==> src/rtl/guess_pkg.sv <==
// rtl/guess_pkg.sv - shared types and sizes for the guess issuer
package guess_pkg;

    typedef enum logic [1:0] {
        ENTRY,
        SUBMIT,
        WAIT_GRADE,
        DONE
    } issuer_state_t;

    localparam int NUM_COINS = 4;
    localparam int SHAPE_W   = 3;
    localparam int GUESS_W   = 12;

endpackage

==> src/rtl/coin_packer.sv <==
// rtl/coin_packer.sv - packs shape codes into the Guess word and counts coins
module coin_packer
    import guess_pkg::*;
(
    input  logic               clk,
    input  logic               rst_n,
    input  logic               i_load,
    input  logic               i_clear,
    input  logic               i_rewind,
    input  logic               i_restart,
    input  logic [SHAPE_W-1:0] i_value,
    output logic [GUESS_W-1:0] o_guess,
    output logic [2:0]         o_count
);

    logic [GUESS_W-1:0] r_guess;
    logic [2:0]         r_count;

    // Rewind drops the count but keeps the graded guess visible; the first
    // coin after it wipes the stale slots.
    always_ff @(posedge clk or negedge rst_n) begin
        if (!rst_n) begin
            r_guess <= '0;
            r_count <= '0;
        end else if (i_clear) begin
            r_guess <= '0;
            r_count <= '0;
        end else if (i_rewind) begin
            r_count <= '0;
        end else if (i_load && (r_count < 3'(NUM_COINS))) begin
            if (i_restart)
                r_guess <= {{(GUESS_W-SHAPE_W){1'b0}}, i_value};
            else
                r_guess[r_count[1:0]*SHAPE_W +: SHAPE_W] <= i_value;
            r_count <= r_count + 3'd1;
        end
    end

    assign o_guess = r_guess;
    assign o_count = r_count;

endmodule

==> src/rtl/guess_issuer.sv <==
// rtl/guess_issuer.sv - player-side coin entry, grade request and completion tracking
module guess_issuer
    import guess_pkg::*;
#(
    parameter int NUM_SHAPES     = 6,
    parameter int TIMEOUT_CYCLES = 64
) (
    input  logic               CLOCK_50,
    input  logic               reset_L,
    input  logic [2:0]         CoinValue,
    input  logic               CoinValid,
    input  logic               Clear,
    input  logic               Submit,
    input  logic               ready,
    input  logic [3:0]         RoundNumber,
    input  logic               GameOver,
    input  logic               GameWon,
    output logic [GUESS_W-1:0] Guess,
    output logic               GradeIt,
    output logic [2:0]         CoinCount,
    output logic               Busy,
    output logic               BadCoin,
    output logic               GradeTimeout,
    output logic               Won
);

    localparam int CNT_W = $clog2(TIMEOUT_CYCLES);

    issuer_state_t    r_state;
    logic [CNT_W-1:0] r_cnt;
    logic [3:0]       r_rn_q;
    logic             r_grade_it;
    logic             r_busy;
    logic             r_bad;
    logic             r_timeout;
    logic             r_won;
    logic             r_fresh;

    logic w_entry_live;
    logic w_full;
    logic w_coin_ok;
    logic w_accept;
    logic w_clear;
    logic w_load;
    logic w_bad;
    logic w_rn_change;
    logic w_rewind;

    assign w_entry_live = (r_state == ENTRY) && !GameOver;
    assign w_full       = (CoinCount == 3'(NUM_COINS));
    assign w_coin_ok    = (32'(CoinValue) < NUM_SHAPES);
    assign w_accept     = w_entry_live && !Clear && Submit && w_full && ready;
    assign w_clear      = w_entry_live && Clear;
    assign w_load       = w_entry_live && !Clear && !w_accept && CoinValid && w_coin_ok;
    assign w_bad        = w_entry_live && !Clear && !w_accept && CoinValid && !w_coin_ok;
    assign w_rn_change  = (RoundNumber != r_rn_q);
    assign w_rewind     = (r_state == WAIT_GRADE) && w_rn_change && !GameOver;

    coin_packer u_packer (
        .clk       (CLOCK_50),
        .rst_n     (reset_L),
        .i_load    (w_load),
        .i_clear   (w_clear),
        .i_rewind  (w_rewind),
        .i_restart (r_fresh),
        .i_value   (CoinValue),
        .o_guess   (Guess),
        .o_count   (CoinCount)
    );

    always_ff @(posedge CLOCK_50 or negedge reset_L) begin
        if (!reset_L) begin
            r_state    <= ENTRY;
            r_cnt      <= '0;
            r_rn_q     <= '0;
            r_grade_it <= 1'b0;
            r_busy     <= 1'b0;
            r_bad      <= 1'b0;
            r_timeout  <= 1'b0;
            r_won      <= 1'b0;
            r_fresh    <= 1'b0;
        end else begin
            r_grade_it <= 1'b0;
            r_timeout  <= 1'b0;
            r_bad      <= w_bad;
            case (r_state)
                ENTRY: begin
                    if (GameOver) begin
                        r_state <= DONE;
                        r_won   <= GameWon;
                        r_busy  <= 1'b1;
                    end else if (w_accept) begin
                        r_state    <= SUBMIT;
                        r_rn_q     <= RoundNumber;
                        r_grade_it <= 1'b1;
                        r_busy     <= 1'b1;
                    end
                    if (w_load || w_clear)
                        r_fresh <= 1'b0;
                end
                SUBMIT: begin
                    r_state <= WAIT_GRADE;
                    r_cnt   <= '0;
                end
                WAIT_GRADE: begin
                    // A round change beats a coincident timeout.
                    if (w_rn_change) begin
                        if (GameOver) begin
                            r_state <= DONE;
                            r_won   <= GameWon;
                        end else begin
                            r_state <= ENTRY;
                            r_busy  <= 1'b0;
                            r_fresh <= 1'b1;
                        end
                    end else if (r_cnt == CNT_W'(TIMEOUT_CYCLES-1)) begin
                        r_state   <= ENTRY;
                        r_busy    <= 1'b0;
                        r_timeout <= 1'b1;
                    end else begin
                        r_cnt <= r_cnt + 1'b1;
                    end
                end
                DONE: begin
                    r_state <= DONE;
                end
                default: begin
                    r_state <= ENTRY;
                    r_busy  <= 1'b0;
                end
            endcase
        end
    end

    assign GradeIt      = r_grade_it;
    assign Busy         = r_busy;
    assign BadCoin      = r_bad;
    assign GradeTimeout = r_timeout;
    assign Won          = r_won;

endmodule
==> config.mk <==
export PLATFORM = sky130hd
export DESIGN_NAME = guess_issuer
export DESIGN_NICKNAME = d
export VERILOG_FILES = /design/src/rtl/guess_pkg.sv /design/src/rtl/coin_packer.sv /design/src/rtl/guess_issuer.sv
export SDC_FILE = /design/constraint.sdc
export NUM_CORES = 1
export LEC_CHECK = 0
export CAP_MARGIN = 10
export CORE_ASPECT_RATIO = 1.1
export CORE_MARGIN = 2
export CORE_UTILIZATION = 47
export CTS_BUF_LIST = sky130_fd_sc_hd__clkbuf_8
export CTS_CLUSTER_SIZE = 16
export DETAILED_ROUTE_END_ITERATION = 8
export PLACE_DENSITY_LB_ADDON = 0.05
export SYNTH_ARGS = -nofsm -noshare
export SYNTH_HDL_FRONTEND = slang
export SYNTH_HIERARCHICAL = 1
export SYNTH_SLANG_ARGS = --single-unit
==> constraint.sdc <==
create_clock -name CLOCK_50 -period 2.2 [get_ports CLOCK_50]
set_clock_uncertainty 0.1 [all_clocks]
set_input_delay 0.44 -clock CLOCK_50 [delete_from_list [all_inputs] [get_ports CLOCK_50]]
set_output_delay 0.44 -clock CLOCK_50 [all_outputs]
set_load 0.005 [all_outputs]
==> impl_metrics.yaml <==
status:
  run_status: "complete, no violations"
yosys:
  synthMostInstantiatedCell: "dfrtp_1"
  yosys.area.top_type_share_pct: 46.2
  ys_types: 44
  synth_nets: 188
  yosysSeqAreaShare_pct: 46.2
  yosysWarnings: 6
  synth_commonest_cells: "33 x dfrtp_1, 9 x inv_1, 8 x nand2_1, 7 x nor3_1"
  synth-edff-count: 0
  netlist_instances: 167
  synth_area_leaders: "dfrtp_1 46%, ha_1 4.2%, mux2_1 3.8%"
  synth_area_per_cell_um2: 10.7
  synthFlopType: "dfrtp_1"
  synthArstFlopShare_pct: 100
  ys_ff_latch: 33
  yosysTopAreaCell: "dfrtp_1"
  synth_area_mm2: 0.00179
global_route:
  grt_antenna_before_repair: 0
  grt_pass1_wl_mm: 7.00
  use_met1_pct: 22.4
  grt-busiest-layer: "met2"
  gr-usage-met3_pct: 5.68
  use_met2_pct: 40.9
  grt_pass1_vias: 1515
  grt_max_degree: 34
  track_usage_pct: 21.4
  overflow: 0
die:
  die-area_mm2: 0.00432
  start_util_pct: 49.0
  io_pins: 35
  die_w_um: 62.8
  core_mm2: 0.00365
  rows: 23
  die_h_um: 68.7
placed_design:
  dpl_cell_area_mm2: 0.00236
  place_congestion: 0.864
  dp.cells: 271
  pre_cts_ws_ps: -317
  portBuffers: 34
  dp_hpwl_mm: 3.05
timing:
  hold_violations: 0
  setup_ws_ps: 50.7
  slew_viol_final: 0
  fin_crit_sh_pct: 97.7
  fmax_mhz: 465
  period_needed_ps: 2150
  rsz0062_at_grt: "true"
  worstMarginPinSlew_ps: 428
  whs_ps: 393
  setup_viol: 0
  fin_setup_tns_ps: 0
  slew_headroom_pct: 71.5
power_and_ir_drop:
  power.total_mw: 1.39
  max-vdd-ir-drop_mv: 0.349
  p_leak_nw: 1.13
  power_density_mw_per_mm2: 553
cts:
  clock-sinks: 33
  htreeDepth: 2
  clock_path_buffers: 2
  cts_hold_buf: 0
  cts_inserted_buffers: 5
  root_buffer: "clkbuf_8"
  cts_tree: "yes"
  clk_latency_ps: 290
  clk_pin_slew_ps: 70
drt:
  vias: 1548
  ant_nets: 0
  via_per_inst: 5.57
  routed_wl_mm: 4.10
  routedWlPerCell_um: 14.8
  detail_route.iter0.violations: 61
  dr.pass1.iters: 4
  drc: 0
finish:
  fin_area_mm2: 0.00252
  fin_nets: 250
  layout.cells.non_filler: 278
  post-route-util_pct: 68.8
  antenna-diode-count: 0
  synthToLayoutAreaGrowth_pct: 40.6
  drive_gt1_share_pct: 25.0
critical_path:
  cp_max_fo: 4
  start_kind: "primary input"
  r2r-end: "u_packer/o_guess[2]$_DFFE_PN0P_"
  cp.arrival_ps: 2220
  reg2reg_slack_ps: 170
  worstPathRequired_ps: 2270
  r2r-start: "u_packer/o_count[1]$_DFFE_PN0P_"
  cp-end-kind: "register"
  crit_type: "primary input to register"
  reg2reg_depth: 6
worst_hold_path:
  hold_path_class: "register to register"
  worstHoldPathCells: 1
  min_to: "u_packer/o_guess[7]$_DFFE_PN0P_"
  hp-start: "u_packer/o_guess[7]$_DFFE_PN0P_"
job:
  maxCapViolations: 0
-- placed cells by master, fill, tap and decap left out, drive strengths merged, types with 2 or more instances in the layout --
cell type,Yosys,layout
and4,2,2
nand3,5,5
nor4b,2,2
nor2b,3,3
dfrtp,33,33
a41oi,2,2
nor4,3,3
o311ai,2,2
mux2i,6,6
nor3,7,7
inv,9,9
clkdlybuf4s50,0,33
ha,6,6
xnor2,5,5
o31ai,3,3
nand4,4,4
nor3b,2,2
o211ai,5,5
o21ai,6,6
nand2b,5,5
a31oi,2,2
nor2,4,4
buf,3,25
nand2,8,8
mux2,11,11
or2,4,4
and3,6,6
clkbuf,1,5
a21oi,8,8
-- routing by layer --
layer | wire length [um] | vias up
met4 | 110 | 0
met5 | 0 | -
met1 | 1640 | 754
li1 | - | 739
met2 | 2180 | 43
met3 | 168 | 12
-- worst max-delay path, cell delays in order --
cell             delay (ps)
clkdlybuf4s50_1         520
xnor2_2                 140
and4_4                  270
nor3_4                   60
or3b_2                  510
o21ai_0                 190
a21oi_1                  90
-- sequential cells by signal (all words and copies together) (netlist names) --
signal / flops
BadCoin: 1
Busy: 1
GradeIt: 1
GradeTimeout: 1
Won: 1
r_cnt: 6
r_fresh: 1
r_rn_q: 4
r_state: 2
u_packer/o_count: 3
u_packer/o_guess: 12
-- where the power goes --
group | total, mW | internal [mW] | switching, mW | leakage (nW)
sequential | 0.714 | 0.659 | 0.0547 | 0.432
clock | 0.418 | 0.208 | 0.210 | 0.0399
combinational | 0.259 | 0.147 | 0.112 | 0.663
-- cell families (layout without fill, tap and decap cells) --
logic type | Yosys count | count (layout) | share of synthesized area [%]
AO/OA/AOI/OAI | 32 | 32 | 12.5
adder cells (fa/ha/maj) | 6 | 6 | 4.20
AND/OR/NAND/NOR | 61 | 61 | 21.5
buffers and inverters | 13 | 74 | 2.94
multiplexers | 17 | 17 | 10.3
XOR/XNOR | 5 | 5 | 2.45
flip-flops | 33 | 33 | 46.2
-- how the worst max path moves through the flow --
stage	from	endpoint	cells past startpoint
after global routing	RoundNumber[0]	u_packer/o_guess[11]$_DFFE_PN0P_	7
after global placement	RoundNumber[2]	u_packer/o_guess[11]$_DFFE_PN0P_	7
after CTS	RoundNumber[0]	u_packer/o_guess[0]$_DFFE_PN0P_	7
after floorplan	u_packer/o_count[0]$_DFFE_PN0P_	u_packer/o_guess[10]$_DFFE_PN0P_	6
after detailed placement	RoundNumber[2]	u_packer/o_guess[9]$_DFFE_PN0P_	7
final	RoundNumber[0]	u_packer/o_guess[2]$_DFFE_PN0P_	7
-- timing repair --
item / in CTS / in global routing
cloned: 0 / 0
pin swaps: 0 / 5
buffers inserted: 0 / 1
endpoints found under the setup margin: 8 / 12
gates resized for setup: 2 / 11
-- final cells by class --
type                    instances  area (um2)
fillers                       293        1140
multi-input cells             121         990
flip-flops and latches         33         826
repair buffers                 59         531
clock buffers                   5        68.8
well taps                      50        62.6
inverters                       9        33.8
clock inverters                 1        5.00
No activity file was read; power rests on OpenSTA's default activity.
